===== config.mk =====
export PLATFORM = sky130hd
export DESIGN_NAME = cpu_param
export DESIGN_NICKNAME = d
export VERILOG_FILES = /design/src/rtl/cpu_param.sv
export SDC_FILE = /design/constraint.sdc
export NUM_CORES = 1
export LEC_CHECK = 0
export ABC_AREA = 0
export CAP_MARGIN = 20
export CORE_AREA = 4 4 132 160
export DETAILED_ROUTE_END_ITERATION = 16
export DIE_AREA = 0 0 136 164
export DONT_BUFFER_PORTS = 1
export PLACE_DENSITY = 0.75
export SYNTH_ARGS = -nofsm -noshare
export SYNTH_HDL_FRONTEND = slang
export SYNTH_SLANG_ARGS = --single-unit

===== constraint.sdc =====
create_clock -name clk -period 6.82 [get_ports clk]
set_input_delay 1.023 -clock clk [delete_from_list [all_inputs] [get_ports clk]]
set_output_delay 1.023 -clock clk [all_outputs]
set_load 0.1 [all_outputs]

===== src/rtl/cpu_param.sv =====
// cpu_param: multicycle lab-ISA core, DATA_W-bit datapath, one 16-bit instruction per start request.
// Defining CPU_INSTR_COUNT_EN adds the instr_count output (completed known instructions).
module cpu_param #(
    parameter int DATA_W = 16
) (
    input  logic              clk,
    input  logic              reset,
    input  logic              s,
    input  logic              load,
    input  logic [15:0]       in,
    output logic [DATA_W-1:0] out,
    output logic              N,
    output logic              V,
    output logic              Z,
    output logic              w
`ifdef CPU_INSTR_COUNT_EN
    ,
    output logic [15:0]       instr_count
`endif
);

    typedef enum logic [2:0] {
        S_WAIT,
        S_DECODE,
        S_GET_A,
        S_GET_B,
        S_ALU,
        S_WR_REG,
        S_WR_IMM
    } state_e;

    state_e state_q, state_d;

    logic [15:0]              ir_q;
    logic signed [DATA_W-1:0] rf_q [8];
    logic signed [DATA_W-1:0] a_q, b_q, c_q;
    logic                     n_q, v_q, z_q;

    logic [2:0] cls, rn, rd, rm;
    logic [1:0] op, sh;
    logic       is_mov_imm, is_mov_reg, is_alu, is_cmp;

    logic ld_ir, ld_a, ld_b, ld_c, wr_reg, wr_imm;

    logic signed [DATA_W-1:0] b_sh, alu_r, imm_ext;
    logic signed [7:0]        imm8;
    logic                     alu_v;

    function automatic logic signed [DATA_W-1:0] shift_op(
        input logic signed [DATA_W-1:0] x,
        input logic [1:0]               code
    );
        case (code)
            2'b01:   return x <<< 1;
            2'b10:   return x >> 1;
            2'b11:   return x >>> 1;
            default: return x;
        endcase
    endfunction

    // Subtraction overflows when operand signs differ and the result sign leaves the minuend's.
    function automatic logic sub_ovf(
        input logic signed [DATA_W-1:0] a,
        input logic signed [DATA_W-1:0] b,
        input logic signed [DATA_W-1:0] r
    );
        return (a[DATA_W-1] != b[DATA_W-1]) && (r[DATA_W-1] != a[DATA_W-1]);
    endfunction

    assign cls = ir_q[15:13];
    assign op  = ir_q[12:11];
    assign rn  = ir_q[10:8];
    assign rd  = ir_q[7:5];
    assign sh  = ir_q[4:3];
    assign rm  = ir_q[2:0];

    assign is_mov_imm = (cls == 3'b110) && (op == 2'b10);
    assign is_mov_reg = (cls == 3'b110) && (op == 2'b00);
    assign is_alu     = (cls == 3'b101);
    assign is_cmp     = is_alu && (op == 2'b01);

    assign imm8    = ir_q[7:0];
    assign imm_ext = DATA_W'(imm8);

    always_ff @(posedge clk) begin
        if (reset) begin
            state_q <= S_WAIT;
        end else begin
            state_q <= state_d;
        end
    end

    always_comb begin
        state_d = state_q;
        case (state_q)
            S_WAIT: begin
                if (s) state_d = S_DECODE;
            end
            S_DECODE: begin
                if (is_mov_imm)      state_d = S_WR_IMM;
                else if (is_mov_reg) state_d = S_GET_B;
                else if (is_alu)     state_d = S_GET_A;
                else                 state_d = S_WAIT;
            end
            S_GET_A:  state_d = S_GET_B;
            S_GET_B:  state_d = S_ALU;
            S_ALU:    state_d = is_cmp ? S_WAIT : S_WR_REG;
            S_WR_REG: state_d = S_WAIT;
            S_WR_IMM: state_d = S_WAIT;
            default:  state_d = S_WAIT;
        endcase
    end

    // IR only accepts load while idle, so the executing word cannot change under the datapath.
    always_comb begin
        w      = 1'b0;
        ld_ir  = 1'b0;
        ld_a   = 1'b0;
        ld_b   = 1'b0;
        ld_c   = 1'b0;
        wr_reg = 1'b0;
        wr_imm = 1'b0;
        case (state_q)
            S_WAIT: begin
                w     = 1'b1;
                ld_ir = load;
            end
            S_GET_A:  ld_a   = 1'b1;
            S_GET_B:  ld_b   = 1'b1;
            S_ALU:    ld_c   = 1'b1;
            S_WR_REG: wr_reg = 1'b1;
            S_WR_IMM: wr_imm = 1'b1;
            default: ;
        endcase
    end

    always_comb begin
        b_sh  = shift_op(b_q, sh);
        alu_r = b_sh;
        if (is_alu) begin
            case (op)
                2'b00:   alu_r = a_q + b_sh;
                2'b01:   alu_r = a_q - b_sh;
                2'b10:   alu_r = a_q & b_sh;
                default: alu_r = ~b_sh;
            endcase
        end
        alu_v = sub_ovf(a_q, b_sh, a_q - b_sh);
    end

    always_ff @(posedge clk) begin
        if (reset) begin
            ir_q <= '0;
            a_q  <= '0;
            b_q  <= '0;
            c_q  <= '0;
            n_q  <= 1'b0;
            v_q  <= 1'b0;
            z_q  <= 1'b0;
            for (int i = 0; i < 8; i++) rf_q[i] <= '0;
        end else begin
            if (ld_ir) ir_q <= in;
            if (ld_a)  a_q  <= rf_q[rn];
            if (ld_b)  b_q  <= rf_q[rm];
            if (ld_c)  c_q  <= alu_r;
            if (ld_c && is_cmp) begin
                n_q <= alu_r[DATA_W-1];
                z_q <= (alu_r == '0);
                v_q <= alu_v;
            end
            if (wr_reg) rf_q[rd] <= c_q;
            if (wr_imm) rf_q[rn] <= imm_ext;
        end
    end

    assign out = c_q;
    assign N   = n_q;
    assign V   = v_q;
    assign Z   = z_q;

`ifdef CPU_INSTR_COUNT_EN
    logic        done;
    logic [15:0] cnt_q;

    // A known instruction completes on its last busy state; unknown opcodes leave from DECODE.
    assign done = (state_q == S_WR_REG) || (state_q == S_WR_IMM) ||
                  ((state_q == S_ALU) && is_cmp);

    always_ff @(posedge clk) begin
        if (reset) begin
            cnt_q <= '0;
        end else if (done) begin
            cnt_q <= cnt_q + 16'd1;
        end
    end

    assign instr_count = cnt_q;
`endif

endmodule


# Word level (Yosys, flattened, before mapping)
# Memory sizes are Yosys's and may differ from the RTL's. A register that Yosys moved wholly into a read port is not among the register bits.
# Cells that the tools add are included.
[op_classes]
add_sub_neg = 2
mul = 0
div = 0
order_cmp = 0
eq_ne = 16
n_shift = 0
n_mux = 30
bitwise_logic = 2
reduce_logical = 10
[ops]
columns = ["op", "n"]
rows = [
  ["16-bit case mux with 3 select lines", 2],
  ["16-bit 2-to-1 mux", 3],
  ["16-bit OR reduction", 2],
  ["1-bit 2-to-1 mux", 17],
  ["16-bit adder", 1],
  ["16-bit AND", 1],
  ["16-bit logical NOT", 1],
  ["16-bit inverter", 1],
  ["16-bit subtractor", 1],
  ["3-bit == test (second input constant)", 5],
  ["3-bit 2-to-1 mux", 5],
  ["3-bit case mux with 5 select lines", 1],
  ["2-bit == test (second input constant)", 3],
  ["3-bit by 2-bit == test with 1-bit output (second input constant)", 2],
  ["1-bit logical AND", 5],
  ["2-bit by 1-bit == test with 1-bit output (second input constant)", 2],
  ["2-bit 2-to-1 mux", 2],
  ["3-bit by 1-bit == test with 1-bit output (second input constant)", 1],
  ["3-bit logical NOT", 1],
  ["2-bit logical NOT", 1],
  ["1-bit != test", 2],
  ["2-bit != test (second input constant)", 1],
]
[word_totals]
ff_bits = 38
latch_bits = 0
mem_bits_rw = 128
rom_bits = 0
in_bits = 20
out_inout_bits = 20
wordCells = 67
n_memories = 1
[memory_table]
columns = ["name", "words", "word_bits", "rd", "rd_clocked_by_memory_dff", "wr", "line", "rtl"]
rows = [
  ["rf_q", 8, 16, 2, 2, 8, "35", "logic signed [DATA_W-1:0] rf_q [8];"],
]

# Longest topological paths before layout
# Gate-level depths: netlist (run 1).
[depth]
depth_word = 8
depth_mapped = 17
ltp_nobuf = 15

# Worst setup path before layout (run 1)
# No wires, ideal clock.
[synth_timing]
kind = "register to register"
from = "reg ir_q[3]"
to = "reg z_q, in the netlist Z"
setup_ns = 0.067
arrival_ns = 3.490
required_time_ns = 6.753
setup_slack_ns = 3.263
path_stages_with_launch = 18
n_path_buf = 2
period_less_slack_ns = 3.557
cell_sequence = "dfxtp_1 buf_2 buf_2 nor2_1 a22oi_1 inv_1 ha_1 inv_1 fa_1 nor2b_1 o31a_1 o41ai_4 o2111ai_1 a2111o_1 o311a_1 a22o_1 a2111o_1 o21ai_2"
[synth_between]
elab_chain_len = 6
[synth_rtl]
columns = ["item", "line", "rtl"]
rows = [
  ["from (decl)", "34", "logic [15:0] ir_q;"],
  ["from (signal assigned)", "162", "if (ld_ir) ir_q <= in;"],
  ["2-bit == test / 2-bit by 1-bit == test with 1-bit output (equally long branches)", "53", "case (code)"],
  ["16-bit case mux with 3 select lines *", "53", ""],
  ["16-bit subtractor, or another cell as far along", "143", "2'b01: alu_r = a_q - b_sh;"],
  ["16-bit case mux with 3 select lines", "141", "case (op)"],
  ["16-bit 2-to-1 mux *", "140", "if (is_alu) begin"],
  ["16-bit logical NOT *", "168", "z_q <= (alu_r == '0);"],
  ["to (signal assigned)", "168", ""],
  ["to (decl)", "37", "logic n_q, v_q, z_q;"],
]
# Every way passes the cells marked *; elsewhere a longest branch is shown, timed or not.
# A chain may end at the register's enable or synchronous reset.

# Worst setup path after layout (run 1)
[layout_timing]
from = "reg ir_q[4]"
to = "reg z_q, in the netlist Z"
# The elaborated chain is that of the path after synthesis.

==> results of run 1 <==
[cells in the final DEF (no fill, tap or decap), drive strengths merged, types with 5 or more instances in the layout]
cell type	synthesis	final
a211oi	43	43
a21oi	68	68
a22oi	6	6
and2	5	5
buf	19	18
clkbuf	58	19
dfxtp	70	70
edfxtp	128	128
ha	35	35
inv	36	42
mux2i	61	61
mux4	66	66
nand2	85	85
nand2b	15	15
nand3	11	11
nand3b	5	5
nand4	6	6
nor2	232	232
nor2b	7	7
nor3	18	18
o211ai	5	5
o21ai	30	30
o22ai	8	8
xnor2	12	12
[sequential cells by signal, indices dropped and copies added (netlist names)]
register and count:
b_q 16, Z 1, V 1, a_q 16
ir_q 16, N 1, rf_q 128, out 16
state_q 3
[worst max-delay path, delay by kind of cell (launching register included)]
kind | cells | cell delay (ps)
AOI/OAI and AO/OA | 9 | 2380
DFF | 1 | 970
adders and majority gates | 2 | 470
and+or+nand+nor | 2 | 260
buffers and inverters | 2 | 210
[routing by layer]
metal | vias to the layer above | GRT usage (%) | part of all wire (%)
li1 | 3969 | - | -
met1 | 4324 | 35.2 | 39
met2 | 410 | 49.6 | 52
met3 | 72 | 4.01 | 6.7
met4 | 0 | 8.66 | 2.4
met5 | - | 0 | 0
[report_power, final]
| part | switching, mW | internal, mW |
|---|---|---|
| sequential | 0.0240 | 1.30 |
| combinational | 0.110 | 0.0862 |
| clock | 0.472 | 0.515 |
| total | 0.606 | 1.91 |
[worst paths after layout]
kind                            endpoint  startpoint  cells past startpoint  slack [ps]
worst max-delay path                   Z     ir_q[4]                     15        2460
worst min-delay path            ir_q[15]    ir_q[15]                      2         470
worst max register to register         Z     ir_q[4]                     15        2460
worst min register to register  ir_q[15]    ir_q[15]                      2         470
[kinds of logic after synthesis]
| family | count (synthesis) |
|---|---|
| mux | 130 |
| flops | 198 |
| fa+ha+maj | 37 |
| compound gates | 211 |
| buf+inv | 113 |
| xor+xnor | 16 |
| simple gates | 395 |
[final cells by class]
cell class	instances	area share, %
antenna	1	0.0203
clock buffer	19	3.52
clock inverter	13	1.11
inverter	36	1.10
multi-input combinational	789	47.8
sequential	198	42.6
tap	261	2.65
timing repair buffer	18	1.22
==> metrics.cfg, run 1 <==
[outcome]
status = finished, final reports clean

[detailed_routing]
avgRoutedWirePerCell_um = 22.8
dr_total_vias = 8775
ant_nets = 0
first_pass_iters = 5
drc = 0
drtIter0Drc = 950
vias_per_cell = 6.57
drt-total-wl_mm = 30.4

[sta]
timing.final.crit_share_pct = 63.9
finalCriticalPeriod_ps = 4360
hold_violations = 0
slew_headroom_pct = 24.0
max_freq_ghz = 0.229
fin_setup_tns_ps = 0
slew_violations = 0
tightest_slew_ps = 1140
holdWs_ps = 474
clock_skew_ps = 10.3
finalSetupViolCount = 0
fin_ws_ps = 2460
rsz0062_at_grt = false

[cells_and_area]
area_growth_syn_to_layout_pct = 6.60
multi_input_comb_area_um2 = 5880
ff_latch_area_um2 = 5250
fin_area_um2 = 12300
fin_nets = 1117
fill_cells = 1523
layout.cells.non_filler = 1335
drive_gt1_share_pct = 12.6
fin_util_pct = 63.4

[synthesis]
synth_flop_cell = edfxtp_1
yosysMostFrequentCell = nor2_1
synth_top_area_share_pct = 33.3
yosys.area.top_type = edfxtp_1
yosys.area_share.xor_xnor_pct = 1.21
yosys.area_share.adder_pct = 4.14
synth_top_family_by_area = multiplexers
synth_edf_count = 128
synth_seq_area_share_pct = 45.4
synth.top_cells.by_count = nor2_1, edfxtp_1, nand2_1, dfxtp_1, a21oi_1
avgSynthCellArea_um2 = 10.5
synthCells = 1100
ys_ff_latch = 198
syn_area_um2 = 11600
yosysWarningCount = 0
synth-compound-area-share_pct = 12.7
synth_fp_nets = 1157
yosysUniqueCellTypes = 68
synthMuxAreaShare_pct = 18.4
ys_top_cells_by_area = edfxtp_1, mux4_2, dfxtp_1
async_flop_share_pct = 0
synth-simple-area-share_pct = 14.4

[worst_setup_path]
crit_type = flop to flop
endpoint_kind = flop
path_max_fanout = 32
critPathLaunchType = flop
critPathRequiredTime_ps = 7180
crit_chain = nor2_1, a22oi_1, inv_1, ha_1, inv_1, fa_1, nor2b_1, o31a_1, o41ai_4, o2111ai_1, a2111o_1, o311a_1, a22o_1, a2111o_1, o21ai_2
cpPeakStageDelay_ps = 970
cp_slowest_cell = dfxtp_1
crit_arrival_ps = 4720

[job]
max-cap-violations = 0

[placement]
dp_slack_ps = 2550
numPortBuffers = 0
dpl.hpwl_mm = 20.6
dpl_cell_area_um2 = 11700
dp_cells = 1301
gp_congestion = 1.00

[clock_network]
ctsResizeCount = 0
cts_hold_buf = 0
cts.sinks = 198
root_buffer = clkbuf_16
clkTransAtPathRegs_ps = 80
cts_htree_levels = 4
cts_buffer_depth = 2
clkLatencyLatePin_ps = 430
cts_tree = done
cts_buffers = 17
cts_setup_buffers = 0

[pwr]
power.total_mw = 2.51
ir_worst_vdd_uv = 166
p_per_area_nw_per_um2 = 204
cellLeakagePower_nw = 4.12

[global_route]
grt-ovfl-total = 0
grt_pass1_vias = 8478
grt_pass1_wl_mm = 47.3
antenna_found_initial = 0
grt_max_degree = 80
grt_use_total_pct = 27.9

[die]
dieArea_um2 = 22300
coreArea_um2 = 19400
die_h_um = 164
die_x_um = 136
io_pins = 40
row_count = 56
start_util_pct = 59.5

[min_path]
hp-class = flop to flop

Note: power is estimated with default switching activity, not from simulation.
==> run 2, diff against run 1 <==
ABC_AREA = 1   (was 0)
CORE_AREA = 4 4 138 166   (was 4 4 132 160)
DIE_AREA = 0 0 142 170   (was 0 0 136 164)
PLACE_DENSITY = 0.76   (was 0.75)
clock period = 3.9 ns   (was 6.82 ns; I/O delays follow)
==> metrics.cfg, run 2 <==
[outcome]
status = finished, final reports clean

[pwr]
power.total_mw = 5.05
cellLeakagePower_nw = 5.32
ir_worst_vdd_uv = 322
p_per_area_nw_per_um2 = 383

[sta]
timing.final.crit_share_pct = 91.3
finalSetupViolCount = 0
holdWs_ps = 196
rsz0062_at_grt = false
slew_violations = 0
tightest_slew_ps = 1120
clock_skew_ps = 13.2
finalCriticalPeriod_ps = 3560
hold_violations = 0
max_freq_ghz = 0.281
slew_headroom_pct = 25.3
fin_ws_ps = 339
fin_setup_tns_ps = 0

[synthesis]
synthCells = 1690
ys_ff_latch = 198
synth_seq_area_share_pct = 42.4
yosysUniqueCellTypes = 43
synth_flop_cell = edfxtp_1
yosysMostFrequentCell = nand2_1
ys_top_cells_by_area = edfxtp_1, dfxtp_1, nand2_1
yosysWarningCount = 0
async_flop_share_pct = 0
syn_area_um2 = 12400
avgSynthCellArea_um2 = 7.31
synth_edf_count = 128
synth.top_cells.by_count = nand2_1, nor2_1, inv_1, o21ai_0, a21oi_1
yosys.area.top_type = edfxtp_1
synth_fp_nets = 1747
synth_top_area_share_pct = 31.1

[worst_setup_path]
crit_type = flop to flop
cpPeakStageDelay_ps = 480
worst-path-buf-inv = 3
crit_chain = inv_4, nand2_2, or2_2, o221ai_2, inv_2, ha_1, inv_1, a21oi_1, nand2_1, a21oi_1, nand2_1, nand2_1, nand3_1, nand4_1, nand2_1, nand4_1, nor2_1, nor2_1, nor2_1
cp_slowest_cell = dfxtp_1
path_max_fanout = 14
critPathRequiredTime_ps = 4240
endpoint_kind = flop
crit_arrival_ps = 3900
r2r_slack_ps = 340
crit_family = simple AND/OR/NAND/NOR gates
critPathLaunchType = flop
cp_common_cell = nand2_1

[min_path]
hp-class = primary input to flop

[global_route]
grtUsageMet2_pct = 55.0
grt_pass1_vias = 10800
grt_pass1_wl_mm = 59.0
grt_use_total_pct = 31.5
top_usage_layer = met2
grt_max_degree = 113
gr-usage-met1_pct = 38.3
grt-ovfl-total = 0
gr-usage-met3_pct = 3.79
antenna_found_initial = 0

[die]
die_h_um = 170
coreArea_um2 = 21500
die_x_um = 142
io_pins = 40
dieArea_um2 = 24100
start_util_pct = 57.5
row_count = 59

[clock_network]
cts.sinks = 198
cts_buffer_depth = 2
clkLatencyLatePin_ps = 450
clkTransAtPathRegs_ps = 80
cts_buffers = 17
cts_setup_buffers = 0
cts_hold_buf = 0
cts_tree = done
cts_htree_levels = 4
root_buffer = clkbuf_16
ctsResizeCount = 0

[cells_and_area]
area_growth_syn_to_layout_pct = 6.70
ff_latch_area_um2 = 5250
regMostFlops = rf_q
largest_reg_flops = 128
layout_common_cells = nand2_1, nor2_1, inv_1, o21ai_0, a21oi_1
fin_nets = 1710
layout.cells.non_filler = 1940
fin_util_pct = 61.4
mostFrequentLayoutCell = nand2_1
fill_cells = 1954
fin_area_um2 = 13200
multi_input_comb_area_um2 = 5910
drive_gt1_share_pct = 7.38
diodes = 0

[detailed_routing]
drtIter0Drc = 1182
vias_per_cell = 5.95
drt-total-wl_mm = 38.0
first_pass_iters = 6
avgRoutedWirePerCell_um = 19.6
drc = 0
ant_nets = 0
dr_total_vias = 11500

[placement]
numPortBuffers = 0
dp_cells = 1908
dpl_cell_area_um2 = 12600
dp_slack_ps = 409
dpl.hpwl_mm = 27.2
gp_congestion = 0.954

[job]
max-cap-violations = 0

[run 2: changes by cell type after synthesis, moves of 16 or more]
cell      previous run  this run
nand3_1             11       127
nand2_1             85       331
mux2i_1             61         0
inv_1               36       200
nor3_1              17         1
mux4_2              66         0
o211ai_1             5        68
o21ai_0             29       159
buf_2                5        21
a21oi_1             68       155
a211oi_1            43         0
[run 2: power by group]
group,internal (mW),switching [mW]
combinational,0.292,0.688
sequential,2.29,0.0595
clock,0.853,0.870
total,3.43,1.62
[run 2: final timing paths]
kind	startpoint	endpoint	cells past startpoint
max reg2reg	ir_q[4]	Z	19
min	reset	ir_q[13]	1
min reg2reg	b_q[15]	b_q[15]	2
max	ir_q[4]	Z	19
[run 2: layout make-up]
type,count,area share [%]
Inverter,212,6.05
Multi-Input combinational cell,1188,44.9
Clock inverter,15,1.12
Timing Repair Buffer,36,2.32
Sequential cell,198,39.8
Tap cell,274,2.60
Clock buffer,17,3.23
[run 2: logic make-up after synthesis]
logic type / share of synthesized area, %
flops: 42.4
fa+ha+maj: 3.87
compound gates: 18.9
buf+inv: 9.71
simple gates: 25.0
[run 2: metal layers]
layer / wire length (µm) / up-vias
li1: - / 5548
met3: 2580 / 133
met5: 0 / -
met2: 19100 / 561
met1: 14400 / 5304
met4: 1880 / 0
